<file path="src/rtl/decoder_pipe.sv">
// ---------------------------------------------------------------------------
// decoder_pipe
//   Registered binary-to-one-hot decoder with a valid/ready handshake and a
//   two-entry skid buffer (main + skid). Sustains one index per cycle. The
//   decode is done on the input side, so out_* come straight off a register.
//   Typical use: regfile write-enable generation or CSR/line select between
//   pipeline stages.
//
// Parameters
//   IN_W   index width, legal range 1..8 (default 5)
//   OUT_W  one-hot width, fixed at 1 << IN_W (not overridable)
//
// Ports
//   clk         clock, all state updates on the rising edge
//   rst         synchronous active-high reset
//   in_valid    upstream holds a valid index
//   in_ready    block can accept this cycle (registered, = !skid_v)
//   in_idx      binary index to decode
//   in_en       qualifier, 0 yields an all-zero one-hot (still a transfer)
//   out_valid   out_onehot/out_idx hold a valid result
//   out_ready   downstream accepts this cycle
//   out_onehot  decoded vector
//   out_idx     index carried alongside the decode
//
// Build option
//   DECODER_PIPE_ZERO_MASK_EN  when defined, index 0 decodes to all-zero
//                              (x0-style non-writable register). out_idx
//                              still carries 0; handshake is unchanged.
// ---------------------------------------------------------------------------
//   state     | meaning
//   ----------+-----------------------------------------------------------
//   ST_EMPTY  | main and skid both empty, in_ready=1
//   ST_BUSY   | main holds the presented result, skid empty, in_ready=1
//   ST_FULL   | main presented, skid holds the next result, in_ready=0
// ---------------------------------------------------------------------------
module decoder_pipe #(
  parameter  int IN_W  = 5,
  localparam int OUT_W = 1 << IN_W
) (
  input  logic             clk,
  input  logic             rst,
  input  logic             in_valid,
  output logic             in_ready,
  input  logic [IN_W-1:0]  in_idx,
  input  logic             in_en,
  output logic             out_valid,
  input  logic             out_ready,
  output logic [OUT_W-1:0] out_onehot,
  output logic [IN_W-1:0]  out_idx
);

  // Encoding is {main_v, skid_v}; (0,1) is never produced.
  typedef enum logic [1:0] {
    ST_EMPTY = 2'b00,
    ST_BUSY  = 2'b10,
    ST_FULL  = 2'b11
  } state_e;

  state_e           state_q, state_d;
  logic             in_ready_q, in_ready_d;
  logic [OUT_W-1:0] main_oh_q, main_oh_d;
  logic [IN_W-1:0]  main_idx_q, main_idx_d;
  logic [OUT_W-1:0] skid_oh_q, skid_oh_d;
  logic [IN_W-1:0]  skid_idx_q, skid_idx_d;

  logic             accept;
  logic             xfer;
  logic [OUT_W-1:0] dec_oh;

  // ---------------------------------------------------------------------
  // Input-side decode
  // ---------------------------------------------------------------------
  always_comb begin
    dec_oh = '0;
`ifdef DECODER_PIPE_ZERO_MASK_EN
    if (in_en && (in_idx != '0)) begin
      dec_oh[in_idx] = 1'b1;
    end
`else
    if (in_en) begin
      dec_oh[in_idx] = 1'b1;
    end
`endif
  end

  // in_ready comes from a flop, so there is no path from out_ready to it.
  assign accept = in_valid && in_ready_q;
  assign xfer   = (state_q != ST_EMPTY) && out_ready;

  // ---------------------------------------------------------------------
  // Next-state and datapath load control
  // ---------------------------------------------------------------------
  always_comb begin
    state_d    = state_q;
    main_oh_d  = main_oh_q;
    main_idx_d = main_idx_q;
    skid_oh_d  = skid_oh_q;
    skid_idx_d = skid_idx_q;

    case (state_q)
      ST_EMPTY: begin
        if (accept) begin
          state_d    = ST_BUSY;
          main_oh_d  = dec_oh;
          main_idx_d = in_idx;
        end
      end

      ST_BUSY: begin
        if (accept && xfer) begin
          // Replace main in the same cycle: no bubble.
          main_oh_d  = dec_oh;
          main_idx_d = in_idx;
        end else if (accept) begin
          state_d    = ST_FULL;
          skid_oh_d  = dec_oh;
          skid_idx_d = in_idx;
        end else if (xfer) begin
          state_d = ST_EMPTY;
        end
      end

      ST_FULL: begin
        if (xfer) begin
          state_d    = ST_BUSY;
          main_oh_d  = skid_oh_q;
          main_idx_d = skid_idx_q;
        end
      end

      default: begin
        state_d = ST_EMPTY;
      end
    endcase

    in_ready_d = (state_d != ST_FULL);
  end

  // ---------------------------------------------------------------------
  // Registers
  // ---------------------------------------------------------------------
  always_ff @(posedge clk) begin
    if (rst) begin
      state_q    <= ST_EMPTY;
      in_ready_q <= 1'b1;
      main_oh_q  <= '0;
      main_idx_q <= '0;
      skid_oh_q  <= '0;
      skid_idx_q <= '0;
    end else begin
      state_q    <= state_d;
      in_ready_q <= in_ready_d;
      main_oh_q  <= main_oh_d;
      main_idx_q <= main_idx_d;
      skid_oh_q  <= skid_oh_d;
      skid_idx_q <= skid_idx_d;
    end
  end

  // Outputs come straight from the main register.
  assign in_ready   = in_ready_q;
  assign out_valid  = (state_q != ST_EMPTY);
  assign out_onehot = main_oh_q;
  assign out_idx    = main_idx_q;

endmodule

</file>
<file path="config.mk">
export PLATFORM = sky130hd
export DESIGN_NAME = decoder_pipe
export DESIGN_NICKNAME = d
export VERILOG_FILES = /design/src/rtl/decoder_pipe.sv
export SDC_FILE = /design/constraint.sdc
export NUM_CORES = 1
export LEC_CHECK = 0
export CAP_MARGIN = 15
export CORE_ASPECT_RATIO = 0.75
export CORE_UTILIZATION = 40
export CTS_CLUSTER_DIAMETER = 60
export DETAILED_ROUTE_END_ITERATION = 16
export GPL_ROUTABILITY_DRIVEN = 0
export PLACE_DENSITY = 0.61
export SKIP_CTS_REPAIR_TIMING = 1
export SLEW_MARGIN = 15
export SYNTH_ARGS = -nofsm -noshare
export SYNTH_HDL_FRONTEND = slang
export SYNTH_SLANG_ARGS = --single-unit
export TNS_END_PERCENT = 5
</file>
<file path="constraint.sdc">
create_clock -name clk -period 2.4 [get_ports clk]
set_input_delay 0.48 -clock clk [delete_from_list [all_inputs] [get_ports clk]]
set_output_delay 0.48 -clock clk [all_outputs]
set_load 0.05 [all_outputs]
</file>
After elaboration in Yosys (flattened, before gate mapping)
Cells that the tools add are included.
{"block": "totals", "register_bits": 77, "inputBits": 10, "out_inout_bits": 39, "elab_cells": 41}
{"block": "classes", "magnitude_cmp": 2, "eq_ne": 6, "mux": 17, "bitwise": 1, "n_reduce_logical": 9}
{"operator": "$mux W32", "count": 4}
{"operator": "$pmux W32 S3", "count": 1}
{"operator": "$mux W5", "count": 3}
{"operator": "$pmux W5 S3", "count": 1}
{"operator": "$mux W2", "count": 5}
{"operator": "$ne A2 B2 Y1 const B", "count": 4}
{"operator": "$lt A5 B6 Y1 const B", "count": 1}
{"operator": "$pmux W2 S3", "count": 1}
{"operator": "$demux W1 S5", "count": 1}
{"operator": "$ge A5 B1 Y1 const B", "count": 1}
{"operator": "$eq A2 B2 Y1 const B", "count": 2}
{"operator": "$logic_and A1 B1 Y1", "count": 4}
{"operator": "$reduce_and A4 Y1", "count": 1}
{"operator": "$reduce_and A3 Y1", "count": 1}
{"operator": "$reduce_bool A3 Y1", "count": 1}
{"operator": "$logic_not A2 Y1", "count": 1}
{"operator": "$reduce_bool A2 Y1", "count": 1}
{"operator": "$mux W1", "count": 1}
{"operator": "$not A1 Y1", "count": 1}

Longest topological paths before layout
Gate-level depths: netlist of the first run.
{"block": "depth", "word_depth": 7, "ltp_mapped": 8, "mapped_depth_nobuf": 6}

Worst setup path before layout of the first run
Ideal clock, no wire load.
{"block": "synth_path", "path_type": "flip-flop to flip-flop", "start": "register in_ready_q (netlist: in_ready)", "end": "register main_oh_q[14] (netlist: out_onehot[14])", "setup_ns": 0.146, "arrival_ns": 1.723, "required_time_ns": 2.254, "slack_ns": 0.530, "stages_incl_launch_ff": 7, "n_path_buf": 2, "synth_period_minus_slack_ns": 1.870, "cell_sequence": "dfxtp_1 > nand2_2 > a2111oi_4 > or2_1 > buf_4 > buf_6 > a211oi_2"}
{"block": "synth_between", "elab_chain_cells": 4, "word_cells_on_any_way": 5, "cone_classes": "eq/ne (2); reduce/logical (3)"}
{"item": "start, declared", "line": "60", "source": "logic in_ready_q, in_ready_d;"}
{"item": "start signal, assigned", "line": "152", "source": "in_ready_q <= in_ready_d;"}
{"item": "$logic_and A1 B1 Y1 (*)", "line": "87", "source": "assign accept = in_valid && in_ready_q;"}
{"item": "$logic_and A1 B1 Y1", "line": "110", "source": "if (accept && xfer) begin"}
{"item": "$ne A2 B2 Y1 (no source line)"}
{"item": "$reduce_and A4 Y1 (no source line) (*)"}
{"item": "end signal, assigned", "line": "153", "source": "main_oh_q <= main_oh_d;"}
{"item": "end, declared", "line": "61", "source": "logic [OUT_W-1:0] main_oh_q, main_oh_d;"}
Every way passes the cells marked *; elsewhere a longest branch is shown, timed or not.
A chain may end at the register's enable or synchronous reset.

Worst setup path after layout of the first run
{"block": "layout_path", "start": "register in_ready_q (netlist: in_ready)", "end": "output in_ready"}
{"item": "end, declared", "line": "43", "source": "output logic in_ready,"}
No word-level cell between the ends.

==> results of run 1 <==
-- layout make-up --
class | count | area [um2] | share of cell area
Clock inverter | 2 | 10.0 | 0.00224
Inverter | 3 | 11.3 | 0.00252
Clock buffer | 13 | 250 | 0.0560
Multi-Input combinational cell | 283 | 1840 | 0.411
Sequential cell | 77 | 1540 | 0.345
Timing Repair Buffer | 71 | 683 | 0.153
Tap cell | 108 | 135 | 0.0302
-- flip-flops by register name (all words and copies together) (netlist names) --
register	cells
out_onehot	32
skid_oh_q	32
out_idx	5
skid_idx_q	5
state_q	2
in_ready	1
-- cells by family after synthesis --
group | after synthesis | share of synthesized area
buffers and inverters | 44 | 0.0706
DFF | 77 | 0.425
adders and majority gates | 4 | 0.0138
muxes | 4 | 0.0110
and+or+nand+nor | 161 | 0.229
AOI/OAI and AO/OA | 114 | 0.251
-- power by group --
group          internal [W]  switching, W  leakage (nW)  total, W
clock network      0.000719      0.000492         0.129   0.00121
logic              0.000439      0.000823         0.663   0.00126
registers           0.00140     0.0000655         0.628   0.00147
-- path summary, 6_finish.rpt --
kind | from | to | slack, ns | depth (start not counted)
worst max-delay path | in_ready | in_ready | 0.31 | 1
worst min-delay path | skid_oh_q[17] | skid_oh_q[17] | 0.45 | 2
worst max register to register | state_q[0] | out_idx[2] | 0.39 | 7
worst min register to register | skid_oh_q[17] | skid_oh_q[17] | 0.45 | 2
-- placed cells by master, fill, tap and decap left out, types with 2 or more instances in the layout --
master / count
nand2b_1: 5
or3_1: 33
nor3_1: 41
a21oi_1: 47
ha_1: 4
nand3b_1: 4
a311oi_1: 2
dfxtp_1: 77
clkdlybuf4s50_1: 46
buf_4: 21
inv_1: 3
clkbuf_1: 3
buf_12: 3
mux2i_1: 4
nor2_1: 14
nand2_1: 46
a211oi_2: 30
clkbuf_16: 9
a211oi_1: 6
a22oi_1: 24
or2_2: 2
clkinv_2: 2
nand3_1: 2
or2_1: 2
-- routing by layer --
metal	track usage	routed length [um]	up-vias
li1	-	-	1552
met1	0.295	4710	1489
met2	0.320	4060	77
met3	0.0635	502	6
met4	0.0582	57	0
met5	0	0	-
-- through the flow --
step / hold WS, ns / total power, W
after detailed placement: 0.446 / 0.00275
after global placement: 0.441 / 0.00274
after floorplan: 0.436 / 0.00242
after CTS: 0.454 / 0.00398
final: 0.454 / 0.00394
after global routing: 0.473 / 0.00413
-- worst min-delay path: stages (launching register included) --
cell and delay (ns):
dfxtp_1 0.31, nand2_1 0.05, a21oi_1 0.05
==> impl_results.md, run 1 <==
* Nets at 459
* # fillers at 817
* Post-synth top area share at 0.425
* Ant diodes at 0
* Post-synthesis cell area at 0.00363 mm2
* Finish-stage setup viols at 0
* DP Area at 0.00421 mm2
* Max Fclk at 478 MHz
* CTS buffer count at 9
* Slew headroom at 0.567
* CP endpoint kind: output port
* Util after Layout at 0.517
* Post-synth EDFFs at 0
* Setup TNS at 0 ns
* Clock transition at path regs at 0.06 ns
* Final Instance Area at 0.00447 mm2
* Syn_area_per_cell at 8.99 um2
* Min Tclk post-route at 2.09 ns
* Most frequent cells after synthesis: dfxtp_1, a21oi_1, nand2_1, nor3_1, or3_1
* Warnings, synthesis at 0
* Pwr dens at 882 mW/mm2
* Total of max-cap violations at 0
* Routed Antenna Nets at 0
* GRT Overall Usage at 0.213
* Syn nets at 418
* DR iter-0 viols at 232
* Post-route setup slack at 0.307 ns
* Drt drc at 4
* Buffers plus inverters on the worst setup path at 1
* Period Utilization, post-route at 0.872
* I/O pins at 49
* Most area-consuming cells after synthesis: dfxtp_1, a211oi_2, a21oi_1
* Final Max Tran Viols at 0
* Kind of critical path: register to output port
* RSZ-0062 raised after global routing: false
* Largest net degree at the start of global routing at 58
* CP Launch Type: register
* Clock sink total at 77
* Synth cell types at 39
* Share of layout cells above drive strength 1 at 0.167
* H-Tree Depth at 3
* Non-filler cells, final at 557
* Max Clock Skew at 0.00768 ns
* GRT overflow at 0
* CP top delay family: buffers and inverters
* CP max stage cell: clkdlybuf4s50_1
* Hold Violations, Final at 0
* Total Die Area at 0.00947 mm2
* Violations in the final reports: design-rule violations
* Hpwl dp at 5890 um
* Overall die width at 112 um
* Pre-CTS setup slack at 0.119 ns
* Clk_lat worst skew at 0.34 ns
* Vias in the first global route at 2994
* Total wire length at 9330 um
* Seq cells post-synth at 77
* CP required at 1.92 ns
* Outcome: complete, but fails checks
* Slew @ Worst Pin at 0.650 ns
* Initial antenna violation count at 0
* Yosys top cell by area: dfxtp_1
* Lkg Pwr at 1.42 nW
* Maximum root-to-sink buffer count at 2
* Synthesized instance count at 404
* Starting Density at 0.420
* First-pass GRT wire length at 15500 um
* Vias at 3124
* CP cell instances: clkdlybuf4s50_1
* Crit-path max cell delay at 0.84 ns
* I/O Buffers at 48
* Dpl cells at 542
* Worst Hold Class: register to register
* Wire per inst at 16.7 um
* Register area share after synthesis at 0.425
* Root Buffer: clkbuf_16
* Die height at 84.5 um
* FP Rows at 29
* Crit path DAT at 1.61 ns
* Ys flop type: dfxtp_1
* Area growth syn-to-layout at 23.1%
* Core area at 0.00864 mm2
* Async SR Flop Fraction at 0
* Post-DR vias/cell at 5.61
* VDD IR max at 0.506 mV
* Number of detailed-route iterations in the first pass at 12
* Top-count cell post-synth: dfxtp_1
* Critical Path Fanout Max at 5
* CTS tree: yes
Note: power is estimated with default switching activity, not from simulation.
==> run 2: changes to the inputs <==
--- a/config.mk
+++ b/config.mk
@@ -13,6 +13,7 @@
 export GPL_ROUTABILITY_DRIVEN = 0
 export PLACE_DENSITY = 0.61
 export SKIP_CTS_REPAIR_TIMING = 1
+export SKIP_LAST_GASP = 1
 export SLEW_MARGIN = 15
 export SYNTH_ARGS = -nofsm -noshare
 export SYNTH_HDL_FRONTEND = slang
==> constraint.sdc (replaced) <==
create_clock -name clk -period 2.4 [get_ports clk]
set_input_delay 0.48 -clock clk [delete_from_list [all_inputs] [get_ports clk]]
set_output_delay 0.48 -clock clk [all_outputs]
set_load 0.005 [all_outputs]
==> run 2 against run 1 <==
  * The run still ends with design-rule violations left
  * Combinational power decreased by 30%
  * Highest routed layer unchanged
  * Clock skew grew 0.0029 ns
  * Total power decreased by 5.6%
  * Hold slack barely moved
==> impl_results.md, run 2 (synthesized netlist as in run 1, its figures left out) <==
* GRT overflow at 0 (unchanged)
* Slew @ Worst Pin at 0.669 ns (+0.0189 ns)
* Clock sink total at 77 (unchanged)
* Most frequent cells in the layout: dfxtp_1, a21oi_1, clkdlybuf4s50_1, nand2_1, nor3_1
* Root Buffer: clkbuf_16
* Number of detailed-route iterations in the first pass at 12 (unchanged)
* Core area at 0.00864 mm2 (unchanged)
* Dpl cells at 542 (unchanged)
* Logic pwr share at 0.236 (-0.084)
* Net switching power at 0.00102 W (-26%)
* Worst Hold Class: register to register
* Max Clock Skew at 0.0106 ns (+0.00287 ns)
* Share of layout cells above drive strength 1 at 0.169 (+0.00185)
* GRT Overall Usage at 0.214 (+0.000936)
* Initial antenna violation count at 0 (unchanged)
* CP top delay family: buffers and inverters
* Sequential power share at 0.394 (+0.022)
* Clock network fraction of design power at 0.369 (+0.062)
* Register Area at 0.00154 mm2 (unchanged)
* DR iter-0 viols at 241 (+3.9%)
* R2R Setup Slk at 0.33 ns (-0.06 ns)
* Setup TNS at 0 ns (unchanged)
* Final Instance Area at 0.00451 mm2 (+1.0%)
* Switching share of power at 0.273 (-0.0770)
* Min Tclk post-route at 2.19 ns (+0.0958 ns)
* Vias in the first global route at 2953 (-1.4%)
* Nets at 459 (unchanged)
* Die height at 84.5 um (unchanged)
* Critical Path Fanout Max at 4 (-1)
* Cell mode on critical path: inv_1
* CTS tree: yes
* Overall die width at 112 um (unchanged)
* Non-filler cells, final at 558 (+0.18%)
* H-Tree Depth at 3 (unchanged)
* CTS buffer count at 9 (unchanged)
* Largest net degree at the start of global routing at 58 (unchanged)
* Clk_lat worst skew at 0.34 ns (about the same)
* Total Die Area at 0.00947 mm2 (unchanged)
* Vias at 3081 (-1.4%)
* Max Fclk at 457 MHz (-4.4%)
* Drt drc at 5 (+1)
* Area growth syn-to-layout at 24.3%
* Buffers plus inverters on the worst setup path at 3 (+2)
* First-pass GRT wire length at 15700 um (+1.1%)
* Post-DR vias/cell at 5.52 (-1.6%)
* Int Power at 0.00270 W (+5.6%)
* Crit path DAT at 1.71 ns (+0.10 ns)
* CP Launch Type: register
* # fillers at 818 (+0.12%)
* Clock transition at path regs at 0.06 ns (about the same)
* Crit-path max cell delay at 0.50 ns (-0.34 ns)
* Wire per inst at 17.1 um (+1.9%)
* Total wire length at 9520 um (+2.0%)
* Slew headroom at 0.554 (-0.0126)
* Period Utilization, post-route at 0.912 (+0.0399)
* VDD IR max at 0.441 mV (-13%)
* I/O Buffers at 48 (unchanged)
* Final Max Tran Viols at 0 (unchanged)
* RSZ-0062 raised after global routing: false
* DP Area at 0.00421 mm2 (about the same)
* CP max stage cell: clkdlybuf4s50_1
* Total of max-cap violations at 0 (unchanged)
* Multi-input logic area at 0.00184 mm2 (unchanged)
* Hpwl dp at 5980 um (+1.6%)
* CP cell instances: inv_1, ha_1, inv_1, clkdlybuf4s50_1
* CP required at 1.92 ns (about the same)
* Routed Antenna Nets at 0 (unchanged)
* CP endpoint kind: output port
* Kind of critical path: register to output port
* Outcome: complete, but fails checks
* Ant diodes at 0 (unchanged)
* Maximum root-to-sink buffer count at 2 (unchanged)
* Lkg Pwr at 1.44 nW (+1.3%)
* Most common cell after layout, fill and taps aside: dfxtp_1
* Pwr dens at 824 mW/mm2 (-6.6%)
* Finish-stage setup viols at 0 (unchanged)
* I/O pins at 49 (unchanged)
* Violations in the final reports: design-rule violations
* Hold Violations, Final at 0 (unchanged)
* Starting Density at 0.420 (unchanged)
* FP Rows at 29 (unchanged)
==> run 2: cell count changes in the layout (fill, tap and decap cells not counted) <==
cell	delta
buf_4	-1
bufinv_16	+1
clkbuf_1	-1
clkbuf_8	+1
clkdlybuf4s50_1	+1
clkinv_2	-1
clkinv_4	+1
==> run 2: worst paths after layout <==
kind                                     from       endpoint  cells after the start
worst max register to register     state_q[0]     out_idx[2]                      7
worst min register to register  skid_idx_q[0]  skid_idx_q[0]                      2
worst min-delay path            skid_idx_q[0]  skid_idx_q[0]                      2
worst max-delay path               state_q[0]      out_valid                      4
==> run 2: layer usage <==
metal  vias up  part of all wire  global-route usage
li1       1547                 -                   -
met2        68              0.44               0.325
met5         -                 0                   0
met4         0             0.010              0.0618
met1      1457              0.50               0.302
met3         9             0.050              0.0498
==> run 2: area by class of cell <==
cell class / instances / area share
clock buffers: 13 / 0.0576
repair buffers: 71 / 0.152
clock inverters: 3 / 0.00970
inverters: 3 / 0.00249
flip-flops and latches: 77 / 0.341
multi-input cells: 283 / 0.407
well taps: 108 / 0.0299
==> run 2: power by group through the flow <==
stage,clock (W),sequential [W],combinational [W]
2_1_floorplan,0,0.00150,0.000535
3_3_place_gp,0,0.00149,0.000857
3_5_place_dp,0,0.00149,0.000873
4_1_cts,0.00140,0.00147,0.000880
5_1_grt,0.00144,0.00149,0.000952
6_report,0.00137,0.00147,0.000878
==> run 2: through the flow <==
stage | setup WS [ns] | power [W] | util | hold slack (ns)
global placement | 0.150 | 0.00235 | 0.488 | 0.441
detailed placement | 0.0883 | 0.00237 | 0.488 | 0.446
floorplan | 0.599 | 0.00203 | - | 0.436
global route | 0.0891 | 0.00388 | 0.523 | 0.470
finish | 0.212 | 0.00372 | 0.523 | 0.454
CTS | 0.192 | 0.00375 | 0.523 | 0.454
==> run 2: worst reg2reg max path, delay by kind of cell, from the launching register on <==
kind                     cells  cell delay, ns
AO/OA/AOI/OAI                2            0.46
adder cells (fa/ha/maj)      1            0.34
AND/OR/NAND/NOR              2            0.33
flip-flops                   1            0.40
buffers and inverters        2            0.44
==> run 3: changes to the inputs <==
--- a/config.mk
+++ b/config.mk
@@ -9,6 +9,7 @@
 export CORE_ASPECT_RATIO = 0.75
 export CORE_UTILIZATION = 40
 export CTS_CLUSTER_DIAMETER = 60
+export CTS_CLUSTER_SIZE = 16
 export DETAILED_ROUTE_END_ITERATION = 16
 export GPL_ROUTABILITY_DRIVEN = 0
 export PLACE_DENSITY = 0.61
==> constraint.sdc (replaced) <==
create_clock -name clk -period 2.5 [get_ports clk]
set_input_delay 0.5 -clock clk [delete_from_list [all_inputs] [get_ports clk]]
set_output_delay 0.5 -clock clk [all_outputs]
set_load 0.005 [all_outputs]
==> run 3 against run 2 <==
  * The run still ends with design-rule violations left
  * Clock-buffer cell count shrank 1
  * Non-clock buffer count shrank 3
  * Combinational power shrank 4.7%
  * Sequential power decreased by 4%
  * Clock skew is 0.0042 ns lower
  * Wire length down 1.3%
  * Core utilization fell by 0.32 points
  * Die area stayed put
  * Global-route usage shrank 0.76 points
  * Critical path depth unchanged
  * First-iteration DRC count shrank 16%
  * Largest cell class unchanged
  * Highest routed layer unchanged
==> impl_results.md, run 3 (synthesized netlist as in run 1, its figures left out) <==
* Outcome: complete, but fails checks
* Violations in the final reports: design-rule violations
* CP Launch Type: register
* End of the critical path: out_valid
* Worst Hold Margin at 0.455 ns (+0.00114 ns)
* Worst Reg-to-Reg Cells at 7 (unchanged)
* I/O Buffers at 48 (unchanged)
* Pwr dens at 777 mW/mm2 (-5.8%)
* Die height at 84.5 um (unchanged)
* Final Max Tran Viols at 0 (unchanged)
* CTS buffer count at 9 (unchanged)
* Maximum root-to-sink buffer count at 2 (unchanged)
* CP required at 2.00 ns (+0.08 ns)
* RSZ-0062 raised after global routing: false
* Drt drc at 6 (+1)
* Hold_sp: skid_oh_q[24]
* VDD IR max at 0.564 mV (+28%)
* CTS tree: yes
* Max Clock Skew at 0.00636 ns (-0.00419 ns)
* Crit path DAT at 1.70 ns (about the same)
* Hold path depth at 2 (unchanged)
* Total of max-cap violations at 0 (unchanged)
* FP Rows at 29 (unchanged)
* CP endpoint kind: output port
* Reg2reg start: state_q[0]
* Finish-stage setup viols at 0 (unchanged)
* CP startpoint: state_q[1]
* Max Fclk at 454 MHz
* H-Tree Depth at 3 (unchanged)
* DR iter-0 viols at 203 (-16%)
* Clock sink total at 77 (unchanged)
* DP Area at 0.00420 mm2 (-0.24%)
* Hold Violations, Final at 0 (unchanged)
* Ant diodes at 0 (unchanged)
* Total Die Area at 0.00947 mm2 (unchanged)
* Overall die width at 112 um (unchanged)
* Area growth syn-to-layout at 23.6%
* First-pass GRT wire length at 15100 um (-3.8%)
* GRT Overall Usage at 0.206 (-0.00762)
* Number of detailed-route iterations in the first pass at 10 (-2)
* Worst reg2reg path endpoint: out_onehot[27]
* GRT overflow at 0 (unchanged)
* Hpwl dp at 5880 um (-1.8%)
* Share of layout cells above drive strength 1 at 0.166 (-0.00297)
* Total wire length at 9400 um (-1.3%)
* Clock transition at path regs at 0.06 ns (about the same)
* Largest net degree at the start of global routing at 76 (+31%)
* Vias at 3042 (-1.3%)
* # fillers at 860 (+5.1%)
* Kind of critical path: register to output port
* Wire per inst at 17.0 um (-0.56%)
* Critical Path Fanout Max at 4 (unchanged)
* R2R Setup Slk at 0.48 ns (+0.15 ns)
* Lkg Pwr at 1.42 nW (-1.7%)
* Slew @ Worst Pin at 0.509 ns (-0.159 ns)
* Core area at 0.00864 mm2 (unchanged)
* Root Buffer: clkbuf_16
* Vias in the first global route at 2911 (-1.4%)
* Worst Hold Class: register to register
* Nets at 456 (-0.65%)
* Min Tclk post-route at 2.20 ns
* Starting Density at 0.420 (unchanged)
* Most common cell after layout, fill and taps aside: dfxtp_1
* Routed Antenna Nets at 0 (unchanged)
* Most frequent cells in the layout: dfxtp_1, a21oi_1, clkdlybuf4s50_1, nand2_1, nor3_1
* Util after Layout at 0.520 (-0.00319)
* I/O pins at 49 (unchanged)
* Final Instance Area at 0.00449 mm2 (-0.61%)
* Period Utilization, post-route at 0.882
* Slew headroom at 0.658 (+0.104)
* Post-DR vias/cell at 5.49 (-0.55%)
* Clk_lat worst skew at 0.34 ns (about the same)
* Initial antenna violation count at 0 (unchanged)
* Setup TNS at 0 ns (unchanged)
==> run 3: area by class of cell <==
type                            count  area, um2  area share
Multi-Input combinational cell    283       1840       0.409
Inverter                            3       11.3     0.00251
Clock buffer                       12        267      0.0594
Timing Repair Buffer               68        676       0.151
Tap cell                          108        135      0.0301
Sequential cell                    77       1540       0.344
Clock inverter                      3       20.0     0.00446
==> run 3: stage by stage <==
stage,worst slack (ns),std cells,power (W)
floorplan,0.699,404,0.00195
global placement,0.222,539,0.00226
detailed placement,0.162,539,0.00228
CTS,0.292,554,0.00352
global route,0.233,554,0.00365
finish,0.296,554,0.00348
==> run 3: critical path: stages (launching register included) <==
cell             delay [ns]
dfxtp_1                0.39
inv_1                  0.10
ha_1                   0.25
inv_1                  0.11
clkdlybuf4s50_1        0.51
==> run 3: worst min-delay path by stage <==
stage / slack, ns / endpoint
3_5_place_dp: 0.45 / skid_idx_q[0]
6_report: 0.46 / skid_oh_q[24]
3_3_place_gp: 0.44 / skid_idx_q[3]
4_1_cts: 0.45 / skid_idx_q[0]
5_1_grt: 0.47 / skid_oh_q[22]
2_1_floorplan: 0.44 / skid_idx_q[0]
==> run 3: power breakdown <==
group	internal [W]	switching [W]	leakage, nW
sequential	0.00135	0.0000641	0.628
clock	0.000745	0.000492	0.137
combinational	0.000419	0.000418	0.651
==> run 3: per-layer routing <==
metal / wire length [um] / up-vias / part of all wire / global-route usage
li1: - / 1547 / - / -
met1: 4540 / 1427 / 0.48 / 0.277
met2: 4270 / 59 / 0.45 / 0.331
met5: 0 / - / 0 / 0
met3: 494 / 9 / 0.053 / 0.0469
met4: 86 / 0 / 0.0092 / 0.0582
